## config.mk

```make
export PLATFORM = sky130hd
export DESIGN_NAME = debug_access_unit_flat
export DESIGN_NICKNAME = d
export VERILOG_FILES = /design/src/rtl/dbg_pkg.sv /design/src/rtl/debug_access_unit_if.sv /design/src/rtl/debug_access_unit.sv /design/src/flat_wrapper.sv
export SDC_FILE = /design/constraint.sdc
export NUM_CORES = 1
export LEC_CHECK = 0
export ABC_AREA = 1
export CELL_PAD_IN_SITES_DETAIL_PLACEMENT = 1
export CELL_PAD_IN_SITES_GLOBAL_PLACEMENT = 2
export CORE_AREA = 2 2 135 137
export CTS_BUF_LIST = sky130_fd_sc_hd__clkbuf_8
export DETAILED_ROUTE_END_ITERATION = 10
export DIE_AREA = 0 0 137 139
export HOLD_SLACK_MARGIN = 0.08
export PLACE_DENSITY_LB_ADDON = 0.2
export SKIP_LAST_GASP = 1
export SLEW_MARGIN = 20
export SYNTH_ARGS = -nofsm -noshare
export SYNTH_HDL_FRONTEND = slang
export SYNTH_SLANG_ARGS = --single-unit
```

## constraint.sdc

```tcl
create_clock -name clk -period 2.1 [get_ports clk]
set_input_delay 0.315 -clock clk [delete_from_list [all_inputs] [get_ports clk]]
set_output_delay 0.315 -clock clk [all_outputs]
set_load 0.03 [all_outputs]
```

## src/rtl/dbg_pkg.sv

```systemverilog
// Shared encodings for the debug access unit: address spaces, FSM states,
// control register layout and the latched request header.
package dbg_pkg;

   localparam int unsigned HART_W    = 2;
   localparam int unsigned SPACE_W   = 2;
   localparam int unsigned ADDR_W    = 12;
   localparam int unsigned GPR_IDX_W = 5;

   typedef enum logic [SPACE_W-1:0] {
      SPACE_GPR  = 2'd0,
      SPACE_CSR  = 2'd1,
      SPACE_CTRL = 2'd2,
      SPACE_RSVD = 2'd3
   } dbg_space_e;

   typedef enum logic [1:0] {
      ST_IDLE   = 2'd0,
      ST_ACCESS = 2'd1,
      ST_RESP   = 2'd2
   } dau_state_e;

   // Only one control register exists, at offset 0
   localparam logic [ADDR_W-1:0] CTRL_OFFSET = 12'h000;

   // Control write data bits
   localparam int unsigned CTRL_HALT_BIT   = 0;
   localparam int unsigned CTRL_RESUME_BIT = 1;

   // Request header captured at acceptance and presented on the core port
   typedef struct packed {
      logic              we;
      logic [HART_W-1:0] hart;
      dbg_space_e        space;
      logic [ADDR_W-1:0] addr;
   } dbg_req_t;

endpackage

```

## src/rtl/debug_access_unit_if.sv

```systemverilog
// Host-side request/response handshake of the debug access unit.
interface debug_access_unit_if #(
   parameter int unsigned XLEN = 32
);
   import dbg_pkg::*;

   logic                dbg_valid;
   logic                dbg_ready;
   logic                dbg_write;
   logic [HART_W-1:0]   dbg_hart;
   logic [SPACE_W-1:0]  dbg_space;
   logic [ADDR_W-1:0]   dbg_addr;
   logic [XLEN-1:0]     dbg_wdata;
   logic                rsp_valid;
   logic                rsp_ready;
   logic [XLEN-1:0]     rsp_data;
   logic                rsp_err;

   // Debug host side
   modport master (
      output dbg_valid, dbg_write, dbg_hart, dbg_space, dbg_addr, dbg_wdata, rsp_ready,
      input  dbg_ready, rsp_valid, rsp_data, rsp_err
   );

   // Debug access unit side
   modport slave (
      input  dbg_valid, dbg_write, dbg_hart, dbg_space, dbg_addr, dbg_wdata, rsp_ready,
      output dbg_ready, rsp_valid, rsp_data, rsp_err
   );

endinterface

```

## src/rtl/debug_access_unit.sv

```systemverilog
// Debug access unit: accepts host requests, checks legality, forwards GPR/CSR
// accesses to a halted core with a timeout, and owns per-hart halt/resume control.
module debug_access_unit
   import dbg_pkg::*;
#(
   parameter int unsigned XLEN      = 32,
   parameter int unsigned NUM_HARTS = 2,
   parameter int unsigned TIMEOUT   = 16
) (
   input  logic                 clk,
   input  logic                 reset,
   debug_access_unit_if.slave   bus,
   output logic [NUM_HARTS-1:0] halt_req,
   output logic [NUM_HARTS-1:0] resume_req,
   input  logic [NUM_HARTS-1:0] halted,
   output logic                 core_req,
   output logic                 core_we,
   output logic [HART_W-1:0]    core_hart,
   output logic [SPACE_W-1:0]   core_space,
   output logic [ADDR_W-1:0]    core_addr,
   output logic [XLEN-1:0]      core_wdata,
   input  logic                 core_ack,
   input  logic [XLEN-1:0]      core_rdata
);

   localparam int unsigned CNT_W = $clog2(TIMEOUT + 1);

   dau_state_e           state_q, state_d;
   dbg_req_t             req_q, req_d;
   logic [XLEN-1:0]      wdata_q, wdata_d;
   logic [CNT_W-1:0]     cnt_q, cnt_d;
   logic                 core_req_q, core_req_d;
   logic                 dbg_ready_q, dbg_ready_d;
   logic                 rsp_valid_q, rsp_valid_d;
   logic                 rsp_err_q, rsp_err_d;
   logic [XLEN-1:0]      rsp_data_q, rsp_data_d;
   logic [NUM_HARTS-1:0] halt_req_q, halt_req_d;
   logic [NUM_HARTS-1:0] resume_req_q, resume_req_d;

   dbg_space_e           space_c;
   logic [NUM_HARTS-1:0] hart_sel_c;
   logic                 hart_ok_c;
   logic                 sel_halted_c;
   logic                 sel_halt_req_c;
   logic                 illegal_c;

   // Decode the incoming request: one-hot hart select and legality
   always_comb begin
      space_c    = dbg_space_e'(bus.dbg_space);
      hart_sel_c = '0;
      hart_ok_c  = 1'b0;
      for (int unsigned h = 0; h < NUM_HARTS; h++) begin
         if (bus.dbg_hart == HART_W'(h)) begin
            hart_sel_c[h] = 1'b1;
            hart_ok_c     = 1'b1;
         end
      end
      sel_halted_c   = |(hart_sel_c & halted);
      sel_halt_req_c = |(hart_sel_c & halt_req_q);
      illegal_c = !hart_ok_c
               || (space_c == SPACE_RSVD)
               || (((space_c == SPACE_GPR) || (space_c == SPACE_CSR)) && !sel_halted_c)
               || ((space_c == SPACE_CTRL) && (bus.dbg_addr != CTRL_OFFSET));
   end

   // Next-state and registered-output logic
   always_comb begin
      state_d      = state_q;
      req_d        = req_q;
      wdata_d      = wdata_q;
      cnt_d        = cnt_q;
      core_req_d   = core_req_q;
      dbg_ready_d  = dbg_ready_q;
      rsp_valid_d  = rsp_valid_q;
      rsp_err_d    = rsp_err_q;
      rsp_data_d   = rsp_data_q;
      halt_req_d   = halt_req_q;
      resume_req_d = '0;

      case (state_q)
         ST_IDLE: begin
            if (bus.dbg_valid) begin
               req_d       = '{we: bus.dbg_write, hart: bus.dbg_hart,
                               space: space_c, addr: bus.dbg_addr};
               wdata_d     = bus.dbg_wdata;
               cnt_d       = '0;
               dbg_ready_d = 1'b0;
               rsp_data_d  = '0;
               rsp_err_d   = 1'b0;
               if (illegal_c) begin
                  state_d     = ST_RESP;
                  rsp_valid_d = 1'b1;
                  rsp_err_d   = 1'b1;
               end else if (space_c == SPACE_CTRL) begin
                  state_d     = ST_RESP;
                  rsp_valid_d = 1'b1;
                  if (bus.dbg_write) begin
                     // Resume takes priority when both bits are set
                     if (bus.dbg_wdata[CTRL_RESUME_BIT]) begin
                        halt_req_d   = halt_req_q & ~hart_sel_c;
                        resume_req_d = hart_sel_c;
                     end else if (bus.dbg_wdata[CTRL_HALT_BIT]) begin
                        halt_req_d   = halt_req_q | hart_sel_c;
                     end
                  end else begin
                     rsp_data_d = XLEN'({sel_halt_req_c, sel_halted_c});
                  end
               end else if ((space_c == SPACE_GPR) && bus.dbg_write
                            && (bus.dbg_addr[GPR_IDX_W-1:0] == '0)) begin
                  // x0 is hard-wired, nothing to write
                  state_d     = ST_RESP;
                  rsp_valid_d = 1'b1;
               end else begin
                  state_d    = ST_ACCESS;
                  core_req_d = 1'b1;
               end
            end
         end

         ST_ACCESS: begin
            if (core_ack) begin
               state_d     = ST_RESP;
               core_req_d  = 1'b0;
               rsp_valid_d = 1'b1;
               rsp_data_d  = req_q.we ? '0 : core_rdata;
            end else if (cnt_q == CNT_W'(TIMEOUT - 1)) begin
               state_d     = ST_RESP;
               core_req_d  = 1'b0;
               rsp_valid_d = 1'b1;
               rsp_err_d   = 1'b1;
               rsp_data_d  = '0;
            end else begin
               cnt_d = cnt_q + CNT_W'(1);
            end
         end

         ST_RESP: begin
            if (bus.rsp_ready) begin
               state_d     = ST_IDLE;
               rsp_valid_d = 1'b0;
               rsp_err_d   = 1'b0;
               rsp_data_d  = '0;
               dbg_ready_d = 1'b1;
            end
         end

         default: begin
            state_d     = ST_IDLE;
            core_req_d  = 1'b0;
            rsp_valid_d = 1'b0;
            dbg_ready_d = 1'b1;
         end
      endcase
   end

   // State and output registers
   always_ff @(posedge clk or negedge reset) begin
      if (!reset) begin
         state_q      <= ST_IDLE;
         req_q        <= '0;
         wdata_q      <= '0;
         cnt_q        <= '0;
         core_req_q   <= 1'b0;
         dbg_ready_q  <= 1'b1;
         rsp_valid_q  <= 1'b0;
         rsp_err_q    <= 1'b0;
         rsp_data_q   <= '0;
         halt_req_q   <= '0;
         resume_req_q <= '0;
      end else begin
         state_q      <= state_d;
         req_q        <= req_d;
         wdata_q      <= wdata_d;
         cnt_q        <= cnt_d;
         core_req_q   <= core_req_d;
         dbg_ready_q  <= dbg_ready_d;
         rsp_valid_q  <= rsp_valid_d;
         rsp_err_q    <= rsp_err_d;
         rsp_data_q   <= rsp_data_d;
         halt_req_q   <= halt_req_d;
         resume_req_q <= resume_req_d;
      end
   end

   assign bus.dbg_ready = dbg_ready_q;
   assign bus.rsp_valid = rsp_valid_q;
   assign bus.rsp_err   = rsp_err_q;
   assign bus.rsp_data  = rsp_data_q;
   assign halt_req      = halt_req_q;
   assign resume_req    = resume_req_q;
   assign core_req      = core_req_q;
   assign core_we       = req_q.we;
   assign core_hart     = req_q.hart;
   assign core_space    = req_q.space;
   assign core_addr     = req_q.addr;
   assign core_wdata    = wdata_q;

endmodule

```

## src/flat_wrapper.sv

```systemverilog
// flat-port wrapper written by rule: the top's interface ports become plain ports
module debug_access_unit_flat import dbg_pkg::*;
#(
   parameter int unsigned XLEN      = 32,
   parameter int unsigned NUM_HARTS = 2,
   parameter int unsigned TIMEOUT   = 16
)
  (clk, reset, halt_req, resume_req, halted, core_req, core_we, core_hart, core_space, core_addr, core_wdata, core_ack, core_rdata, bus_dbg_valid, bus_dbg_write, bus_dbg_hart, bus_dbg_space, bus_dbg_addr, bus_dbg_wdata, bus_rsp_ready, bus_dbg_ready, bus_rsp_valid, bus_rsp_data, bus_rsp_err);
  debug_access_unit_if #(.XLEN(XLEN)) bus_i ();
  input  logic clk;
  input  logic reset;
  output logic [NUM_HARTS-1:0] halt_req;
  output logic [NUM_HARTS-1:0] resume_req;
  input  logic [NUM_HARTS-1:0] halted;
  output logic core_req;
  output logic core_we;
  output logic [HART_W-1:0] core_hart;
  output logic [SPACE_W-1:0] core_space;
  output logic [ADDR_W-1:0] core_addr;
  output logic [XLEN-1:0] core_wdata;
  input  logic core_ack;
  input  logic [XLEN-1:0] core_rdata;
  input wire logic [$bits(bus_i.dbg_valid)-1:0] bus_dbg_valid;
  input wire logic [$bits(bus_i.dbg_write)-1:0] bus_dbg_write;
  input wire logic [$bits(bus_i.dbg_hart)-1:0] bus_dbg_hart;
  input wire logic [$bits(bus_i.dbg_space)-1:0] bus_dbg_space;
  input wire logic [$bits(bus_i.dbg_addr)-1:0] bus_dbg_addr;
  input wire logic [$bits(bus_i.dbg_wdata)-1:0] bus_dbg_wdata;
  input wire logic [$bits(bus_i.rsp_ready)-1:0] bus_rsp_ready;
  output wire logic [$bits(bus_i.dbg_ready)-1:0] bus_dbg_ready;
  output wire logic [$bits(bus_i.rsp_valid)-1:0] bus_rsp_valid;
  output wire logic [$bits(bus_i.rsp_data)-1:0] bus_rsp_data;
  output wire logic [$bits(bus_i.rsp_err)-1:0] bus_rsp_err;
  assign bus_i.dbg_valid = bus_dbg_valid;
  assign bus_i.dbg_write = bus_dbg_write;
  assign bus_i.dbg_hart = bus_dbg_hart;
  assign bus_i.dbg_space = bus_dbg_space;
  assign bus_i.dbg_addr = bus_dbg_addr;
  assign bus_i.dbg_wdata = bus_dbg_wdata;
  assign bus_i.rsp_ready = bus_rsp_ready;
  assign bus_dbg_ready = bus_i.dbg_ready;
  assign bus_rsp_valid = bus_i.rsp_valid;
  assign bus_rsp_data = bus_i.rsp_data;
  assign bus_rsp_err = bus_i.rsp_err;
  debug_access_unit #(.XLEN(XLEN), .NUM_HARTS(NUM_HARTS), .TIMEOUT(TIMEOUT)) u_core (.clk(clk), .reset(reset), .bus(bus_i), .halt_req(halt_req), .resume_req(resume_req), .halted(halted), .core_req(core_req), .core_we(core_we), .core_hart(core_hart), .core_space(core_space), .core_addr(core_addr), .core_wdata(core_wdata), .core_ack(core_ack), .core_rdata(core_rdata));
endmodule
```

==> run summary <==
Status = finished, final reports clean
Delay-heaviest family, CP = buffers and inverters
Post-Syn Nets = 584
Final ANT Viol Nets = 0
Total power = 8.64 mW
CTS tree = built
Slowest cell delay on critical path = 0.66 ns
Util after Layout = 36.5%
Reg-to-reg startpoint = u_core.cnt_q[0]$_DFFE_PN0P_
HP Class = in -> async
Crit-path max FO = 2
Final setup fails = 0
Yosys warning total = 0
Clk sinks = 96
Maxcap violations = 0
Worst R2R Path Depth = 12
Buffers added on ports = 176
First-pass GRT wire length = 21,800 µm
Hpwl dp = 9980 µm
Post-Syn Area = 4130 µm²
Setup bufs post-CTS = 0
DIE WIDTH = 137 µm
Library cells used by synthesis = 27
Pin count of the biggest net entering global routing = 57
Fill cell count = 2,087
Routed via count = 3,817
Cells along the critical path = clkdlybuf4s50_1
Vias in the first global route = 4,209
Via-to-Cell Ratio = 4.23
Startpoint types = register
Commonest cells after routing, fill and taps aside = 221 x nand2_1, 175 x clkdlybuf4s50_1, 95 x dfrtp_1, 31 x inv_1, 30 x o21ai_1
Layout cells sized above 1 = 6.09%
Crit path required time = 1.78 ns
RSZ-0062 raised after global routing = yes
Final Slew Violations = 0
Clk slew on worst S/H paths = 0.09 ns
Num CTS Buffers = 9
Register area share after synthesis = 58.2%
Gr ovfl total = 0
TritonRoute pass-1 iters = 4
Synth Area per Inst = 8.43 µm²
Gr usage total = 14.5%
H-tree depth = 3
Cell with the largest stage delay on the worst path = clkdlybuf4s50_1
Cell row count = 49
Critical path class = reg -> out
DIE HEIGHT = 139 µm
Fin. Hold Viols = 0
Worst slew pin tran = 0.514 ns
Leak = 2.93 nW
Synth area leader = dfrtp_1
Buf+Inv Stages, Crit Path = 1
Initial antenna violation count = 0
Fmax = 0.528 GHz
GP Congestion = 0.730
Power density cells = 1340 nW/µm²
Reg-to-Reg End = u_core.bus.rsp_data[8]$_DFFE_PN0P_
Iter 0 DRT Violations = 87
Final non-filler cell area = 6440 µm²
Max IR drop VDD = 572 µV
Hold WS = 0.449 ns
Die Area = 19,000 µm²
Crit path DAT = 1.58 ns
Crit path capture type = output port
Routed len/inst = 14.9 µm
Post-Synthesis Cells = 490
Min Tclk post-route = 1.89 ns
Synth top area share = 57.5%
Max Root-Sink Buffers = 2
DRC viols = 0
Diode count = 0
Synth-to-Final Area Change = 55.9%
Final Skew = 0.00853 ns
Period utilization = 90.1%
Final worst slack = 0.207 ns
Cts repair resizes = 0
Synthesis-stage register bit count = 96
Area of the core region = 17,700 µm²
Drt total wl = 13,400 µm
Cell Area, Placed = 6210 µm²
Num ports = 177
FF+latch area = 2400 µm²
Root Buffer = clkbuf_8
Multi-input gate area = 1490 µm²
Worst slack at placement = 0.136 ns
Top area cells in the synthesized netlist = dfrtp_1 58%, nand2_1 20%, o21ai_1 3.6%
Initial core utilization = 23.4%
Nets = 762
Reg2Reg Setup Slack = 0.24 ns
Skew-Pair Late Insertion Delay = 0.37 ns
Most common cell after layout, fill and taps aside = nand2_1
Slew HR = 65.7%
[worst max-delay path by stage]
stage                                     startpoint                                  end  cells past startpoint
floorplan                u_core.cnt_q[0]$_DFFE_PN0P_  u_core.bus.rsp_data[10]$_DFFE_PN0P_                     11
global placement                     bus_dbg_hart[1]       u_core.bus.rsp_err$_DFFE_PN0P_                      9
detailed placement                   bus_dbg_hart[1]       u_core.bus.rsp_err$_DFFE_PN0P_                      9
CTS                 u_core.bus.dbg_ready$_DFFE_PN1P_                        bus_dbg_ready                      1
global route             u_core.cnt_q[0]$_DFFE_PN0P_  u_core.bus.rsp_data[14]$_DFFE_PN0P_                     12
finish              u_core.bus.dbg_ready$_DFFE_PN1P_                        bus_dbg_ready                      1
[cell families (layout without fill, tap and decap cells)]
group / after synthesis / in the layout / synth area share [%]
AND/OR/NAND/NOR: 273 / 273 / 26.4
flip-flops: 96 / 96 / 58.2
AO/OA/AOI/OAI: 61 / 61 / 7.72
buffers and inverters: 54 / 237 / 5.88
adder cells (fa/ha/maj): 6 / 6 / 1.82
[flip-flops by register name (all words and copies together), names as in the netlist, 2 cells and up, named ones only]
register / cells
u_core.state_q: 2
u_core.resume_req: 2
u_core.cnt_q: 5
u_core.bus.rsp_data: 32
u_core.core_addr: 12
u_core.core_hart: 2
u_core.core_wdata: 32
u_core.core_space: 2
[layout make-up]
class / count / share of cell area (%)
Sequential cell: 96 / 37.3
Timing Repair Buffer: 186 / 29.7
Multi-Input combinational cell: 340 / 23.1
Tap cell: 229 / 4.45
Clock buffer: 10 / 2.14
Inverter: 35 / 2.04
Clock inverter: 6 / 1.30
[through the flow]
stage	TNS (ns)	std cells
floorplan	0	490
global placement	0	885
detailed placement	0	885
CTS	0	902
global route	-0.00432	902
finish	0	902
[what timing repair did]
action / 4_1_cts / 5_1_grt
setup endpoints to repair: 0 / 1
hold buffers: 1 / 0
endpoints found under the hold margin: 33 / 0
[routing by layer]
layer / vias to the layer above / part of all wire (%) / GRT usage (%)
met4: 0 / 1.1 / 4.56
li1: 1880 / - / -
met3: 9 / 10 / 5.85
met5: - / 0 / 0
met1: 1799 / 43 / 17.5
met2: 129 / 45 / 23.5
[synth_stat cells]
| cell type | instances |
|---|---|
| nand2_2 | 1 |
| nor2_1 | 26 |
| buf_4 | 3 |
| nand4_1 | 6 |
| o21ai_1 | 30 |
| o21a_1 | 1 |
| inv_2 | 5 |
| dfstp_2 | 1 |
| nor2_4 | 1 |
| nand3_1 | 9 |
| nor2_2 | 5 |
| buf_1 | 2 |
| nand3_4 | 1 |
| clkbuf_1 | 6 |
| a21oi_2 | 1 |
| a21oi_1 | 12 |
| nand2_1 | 221 |
| ha_1 | 6 |
| inv_1 | 30 |
| buf_6 | 3 |
| buf_2 | 5 |
| o21ai_0 | 14 |
| o22ai_1 | 1 |
| o21bai_1 | 1 |
| a22o_1 | 1 |
| nor3_1 | 3 |
| dfrtp_1 | 95 |
[power by group]
part           switching (mW)  internal (mW)  total (mW)
logic                    2.70           1.72        4.42
registers               0.363           2.46        2.83
clock network           0.690          0.698        1.39
total                    3.76           4.88        8.64
Note: power is estimated with default switching activity, not from simulation.
